`src/rtl/arb4_sel.sv`:
```
// arb4_sel: four-requester round-robin arbiter with registered one-hot grant
// and binary select for a downstream 4:1 result mux.
// Optional feature: define ARB4_TIMEOUT_EN to enable a grant-hold limit of
// TIMEOUT cycles, an 8-bit hold counter and the timeout_err pulse output.
module arb4_sel #(
  parameter int unsigned TIMEOUT = 16
) (
  input  logic       clk,
  input  logic       rst,
  input  logic [3:0] req,
  input  logic       done,
  output logic [3:0] gnt,
  output logic [1:0] sel,
  output logic       busy
`ifdef ARB4_TIMEOUT_EN
  ,
  output logic       timeout_err
`endif
);

  // Out-of-range hold limits are rejected at elaboration.
  if ((TIMEOUT < 2) || (TIMEOUT > 255)) begin : g_timeout_range
    $error("arb4_sel: TIMEOUT must lie in 2..255");
  end

  typedef enum logic [0:0] {
    IDLE  = 1'b0,
    GRANT = 1'b1
  } state_t;

  state_t     state_r, state_s;
  logic [1:0] ptr_r, ptr_s;
  logic [1:0] sel_r, sel_s;
  logic [3:0] gnt_r, gnt_s;
  logic       busy_r, busy_s;
  logic [1:0] pick_s;
  logic       abandon_s;

`ifdef ARB4_TIMEOUT_EN
  localparam logic [7:0] TOUT_LAST_C = 8'(TIMEOUT - 1);
  logic [7:0] cnt_r, cnt_s;
  logic       terr_r, terr_s;
`endif

  // First set request bit scanning ptr, ptr+1, ptr+2, ptr+3 (mod 4).
  // Scanning from the farthest offset back lets the nearest one win.
  function automatic logic [1:0] rr_pick(input logic [3:0] r, input logic [1:0] p);
    logic [1:0] idx;
    logic [1:0] res;
    res = p;
    for (int k = 3; k >= 0; k--) begin
      idx = p + 2'(k);
      if (r[idx]) begin
        res = idx;
      end else begin
        res = res;
      end
    end
    return res;
  endfunction

  assign pick_s    = rr_pick(req, ptr_r);
  assign abandon_s = ~req[sel_r];

  // Next-state logic: grant selection in IDLE, release detection in GRANT.
  always_comb begin
    state_s = state_r;
    ptr_s   = ptr_r;
    sel_s   = sel_r;
    gnt_s   = gnt_r;
    busy_s  = busy_r;
`ifdef ARB4_TIMEOUT_EN
    cnt_s   = cnt_r;
    terr_s  = 1'b0;
`endif
    case (state_r)
      IDLE: begin
        // done is deliberately not looked at here.
        if (req != 4'b0000) begin
          state_s = GRANT;
          sel_s   = pick_s;
          gnt_s   = 4'b0001 << pick_s;
          busy_s  = 1'b1;
`ifdef ARB4_TIMEOUT_EN
          cnt_s   = 8'd0;
`endif
        end else begin
          gnt_s  = 4'b0000;
          busy_s = 1'b0;
        end
      end
      GRANT: begin
        // done and abandon together form a single release.
        if (done || abandon_s) begin
          state_s = IDLE;
          gnt_s   = 4'b0000;
          busy_s  = 1'b0;
          ptr_s   = sel_r + 2'd1;
        end
`ifdef ARB4_TIMEOUT_EN
        else if (cnt_r == TOUT_LAST_C) begin
          state_s = IDLE;
          gnt_s   = 4'b0000;
          busy_s  = 1'b0;
          ptr_s   = sel_r + 2'd1;
          terr_s  = 1'b1;
        end else begin
          cnt_s = cnt_r + 8'd1;
        end
`else
        else begin
          gnt_s = gnt_r;
        end
`endif
      end
      default: begin
        state_s = IDLE;
        gnt_s   = 4'b0000;
        busy_s  = 1'b0;
      end
    endcase
  end

  // State and output registers; reset clears everything asynchronously.
  always_ff @(posedge clk or posedge rst) begin
    if (rst) begin
      state_r <= IDLE;
      ptr_r   <= 2'd0;
      sel_r   <= 2'd0;
      gnt_r   <= 4'b0000;
      busy_r  <= 1'b0;
`ifdef ARB4_TIMEOUT_EN
      cnt_r   <= 8'd0;
      terr_r  <= 1'b0;
`endif
    end else begin
      state_r <= state_s;
      ptr_r   <= ptr_s;
      sel_r   <= sel_s;
      gnt_r   <= gnt_s;
      busy_r  <= busy_s;
`ifdef ARB4_TIMEOUT_EN
      cnt_r   <= cnt_s;
      terr_r  <= terr_s;
`endif
    end
  end

  assign gnt  = gnt_r;
  assign sel  = sel_r;
  assign busy = busy_r;
`ifdef ARB4_TIMEOUT_EN
  assign timeout_err = terr_r;
`endif

endmodule

```
`config.mk`:
```
export PLATFORM = sky130hd
export DESIGN_NAME = arb4_sel
export DESIGN_NICKNAME = d
export VERILOG_FILES = /design/src/rtl/arb4_sel.sv
export SDC_FILE = /design/constraint.sdc
export NUM_CORES = 1
export LEC_CHECK = 0
export CORE_AREA = 2 2 39 41
export DETAILED_ROUTE_END_ITERATION = 7
export DIE_AREA = 0 0 41 43
export GPL_TIMING_DRIVEN = 0
export HOLD_SLACK_MARGIN = 0.06
export PLACE_DENSITY = 0.68
export SYNTH_ARGS = -nofsm -noshare
export SYNTH_HDL_FRONTEND = slang
export SYNTH_SLANG_ARGS = --single-unit
```
`constraint.sdc`:
```
create_clock -name clk -period 2.2 [get_ports clk]
set_input_delay 0.44 -clock clk [delete_from_list [all_inputs] [get_ports clk]]
set_output_delay 0.44 -clock clk [all_outputs]
set_load 0.005 [all_outputs]
```
==> flow_summary.ini <==
[sta]
rsz0062_at_grt = false
fin_crit_ns = 1.92
hold_viol = 0
fmax_mhz = 520
drv_slew = 0
finalSetupTns_ns = 0
setup_viol = 0
worst_slew_pin_slew_ns = 0.576
clock_skew_ns = 0.00248
min_period_over_period_pct = 87.4
slew_headroom_pct = 61.6

[clock_tree]
clock-sinks = 10
clockBufferDepth = 2
cts_hold_buffers = 0
clk_latency_ns = 0.26
htreeDepth = 1
clockRootBuffer = clkbuf_4
cts_tree = yes
path_clk_slew_ns = 0.06
cts_resized = 0
postCtsSetupBuffers = 0
cts_buffers = 3

[die]
core_area_um2 = 1380
rows = 14
io_pins = 14
die_y_um = 43
dieArea_um2 = 1760
start_util_pct = 38.6
fp.dieW_um = 41

[global_routing]
grt_pass1_wl_um = 1900
use_met3_pct = 3.14
grt_max_degree = 11
antenna_found_initial = 0
grt_use_met1_pct = 22.6
track_usage_pct = 16.4
grt.overflow.total = 0
met2_usage_pct = 21.9
grt_pass1_vias = 431
busiest_layer = met1

[critical_path]
critPathKind = input pin to flip-flop
worst-path-stages = 5
crit_buf_inv = 1
slowest_delay_ns = 0.58
crit_chain = clkdlybuf4s50_1 -> and2b_2 -> o21ai_0 -> o211ai_1 -> a32o_1
startpoint = req[3]
r2r-end = ptr_r[0]
start_kind = input pin
slowest_stage = clkdlybuf4s50_1
reg2reg_slack_ns = 0.55
end_kind = flip-flop
critPathMaxFanout = 7
rr_startpoint = sel[0]
critPathArrivalTime_ns = 2.07
reg2regPathDepth = 4
path_delay_family = compound AO/OA/AOI/OAI gates
worstPathRequired_ns = 2.35

[job]
maxCapViolations = 0

[final_layout]
utilization_pct = 51.1
n_fill_cell = 139
diodes = 0
area_delta_synth_final_pct = 32.3
final_net_count = 74
drive_gt1_share_pct = 16.9

[pwr]
p_int_uw = 590
power_density_nw_per_um2 = 1270
pwr-share-seq_pct = 39.4
p_leak_nw = 0.313
pwr-share-comb_pct = 47.2
max-vdd-ir-drop_v = 0.000613
pwr-share-clk_pct = 13.4
p_sw_uw = 308
swShare_pct = 34.3

[synth]
postSynthCellCount = 49
yosysTopAreaCell = dfrtp_1
synth_top_area_share_pct = 46.8
synth-edff-count = 0
avgSynthCellArea_um2 = 10.9
synth_area_leaders = dfrtp_1 47%, mux4_2 4.2%, a21oi_1 3.7%, inv_1 3.5%, o21ai_0 2.8%
ys_seq_elements = 10
yosysUniqueCellTypes = 28
yosysMostFrequentCell = dfrtp_1
synthesis.nets = 56
synth_commonest_cells = 10 x dfrtp_1, 5 x inv_1, 4 x a21oi_1, 3 x nor2_1, 3 x o21ai_0
async_reset_ff_share_pct = 100
ys_warn_count = 0
synth-main-ff-cell = dfrtp_1
synth_seq_area_share_pct = 46.8
syn_area_um2 = 534

[run_status]
status = finished, final reports clean

[drt]
antenna_left = 0
remaining_drc_errors = 0
wl_per_cell_um = 13.7
initialDrtViolationCount = 3
via_count = 445
dr.pass1.iters = 4
drt-total-wl_um = 1110
vias_per_cell = 5.49

[placed_design]
gp_congestion = 0.745
hpwlAfterDp_um = 856
port-buffer-count = 13

[min_path]
hp-class = input pin to asynchronous set/reset pin
==> worst reg2reg max path, stage by stage, from the launching register on <==
cell and delay [ns]:
dfrtp_1 0.42, mux4_2 0.53, nand2b_2 0.12, and2_1 0.17
mux2_4 0.30
==> area by class of cell <==
class | instances | area [µm²] | share of cell area (%)
well taps | 16 | 20.0 | 2.83
flip-flops and latches | 10 | 250 | 35.4
multi-input cells | 34 | 265 | 37.5
inverters | 5 | 18.8 | 2.65
clock buffers | 3 | 22.5 | 3.19
repair buffers | 13 | 130 | 18.4
==> metrics by stage <==
stage	cells	total power, mW	setup slack [ns]	instance area, µm²	hold WS, ns
floorplan	49	0.597	0.607	534	0.280
global placement	78	0.775	0.0402	684	0.466
detailed placement	78	0.783	0.0210	684	0.470
CTS	81	0.907	0.293	707	0.474
global route	81	0.982	0.151	707	0.488
finish	81	0.897	0.278	707	0.452
==> worst max path at each step <==
| stage | end | slack [ns] |
|---|---|---|
| finish | gnt[2] | 0.28 |
| global route | gnt[1] | 0.15 |
| CTS | ptr_r[0] | 0.29 |
| detailed placement | ptr_r[0] | 0.02 |
| global placement | ptr_r[0] | 0.04 |
| floorplan | ptr_r[0] | 0.61 |
==> kinds of logic after synthesis <==
| family | count (synthesis) | share of synthesized area, % |
|---|---|---|
| and+or+nand+nor | 14 | 17.1 |
| muxes | 3 | 9.13 |
| xor gates and xnor gates | 1 | 1.64 |
| AOI/OAI and AO/OA | 16 | 21.8 |
| buffers and inverters | 5 | 3.51 |
| DFF | 10 | 46.8 |
==> flip-flops by register name, indices dropped and copies added, names as in the netlist <==
| signal | flops |
|---|---|
| sel | 2 |
| ptr_r | 2 |
| gnt | 4 |
| state_r | 1 |
| busy | 1 |
==> per-layer routing <==
metal | vias up | routed length [µm]
met1 | 210 | 544
met4 | 0 | 33
li1 | 215 | -
met5 | - | 0
met2 | 14 | 475
met3 | 6 | 59
==> cells in the final DEF, fill, tap and decap left out, types with 2 or more instances in the layout <==
master	instances
clkdlybuf4s50_1	13
dfrtp_1	10
inv_1	5
a21oi_1	4
nor2_1	3
o21ai_0	3
clkbuf_4	3
nor3_1	2
==> power by group through the flow <==
| stage | Sequential (mW) | Clock [mW] | Combinational (mW) |
|---|---|---|---|
| finish | 0.354 | 0.120 | 0.423 |
| global route | 0.370 | 0.137 | 0.474 |
| CTS | 0.356 | 0.123 | 0.428 |
| detailed placement | 0.359 | 0 | 0.424 |
| global placement | 0.356 | 0 | 0.419 |
| floorplan | 0.345 | 0 | 0.251 |
Power figures use the tool's default switching activity.
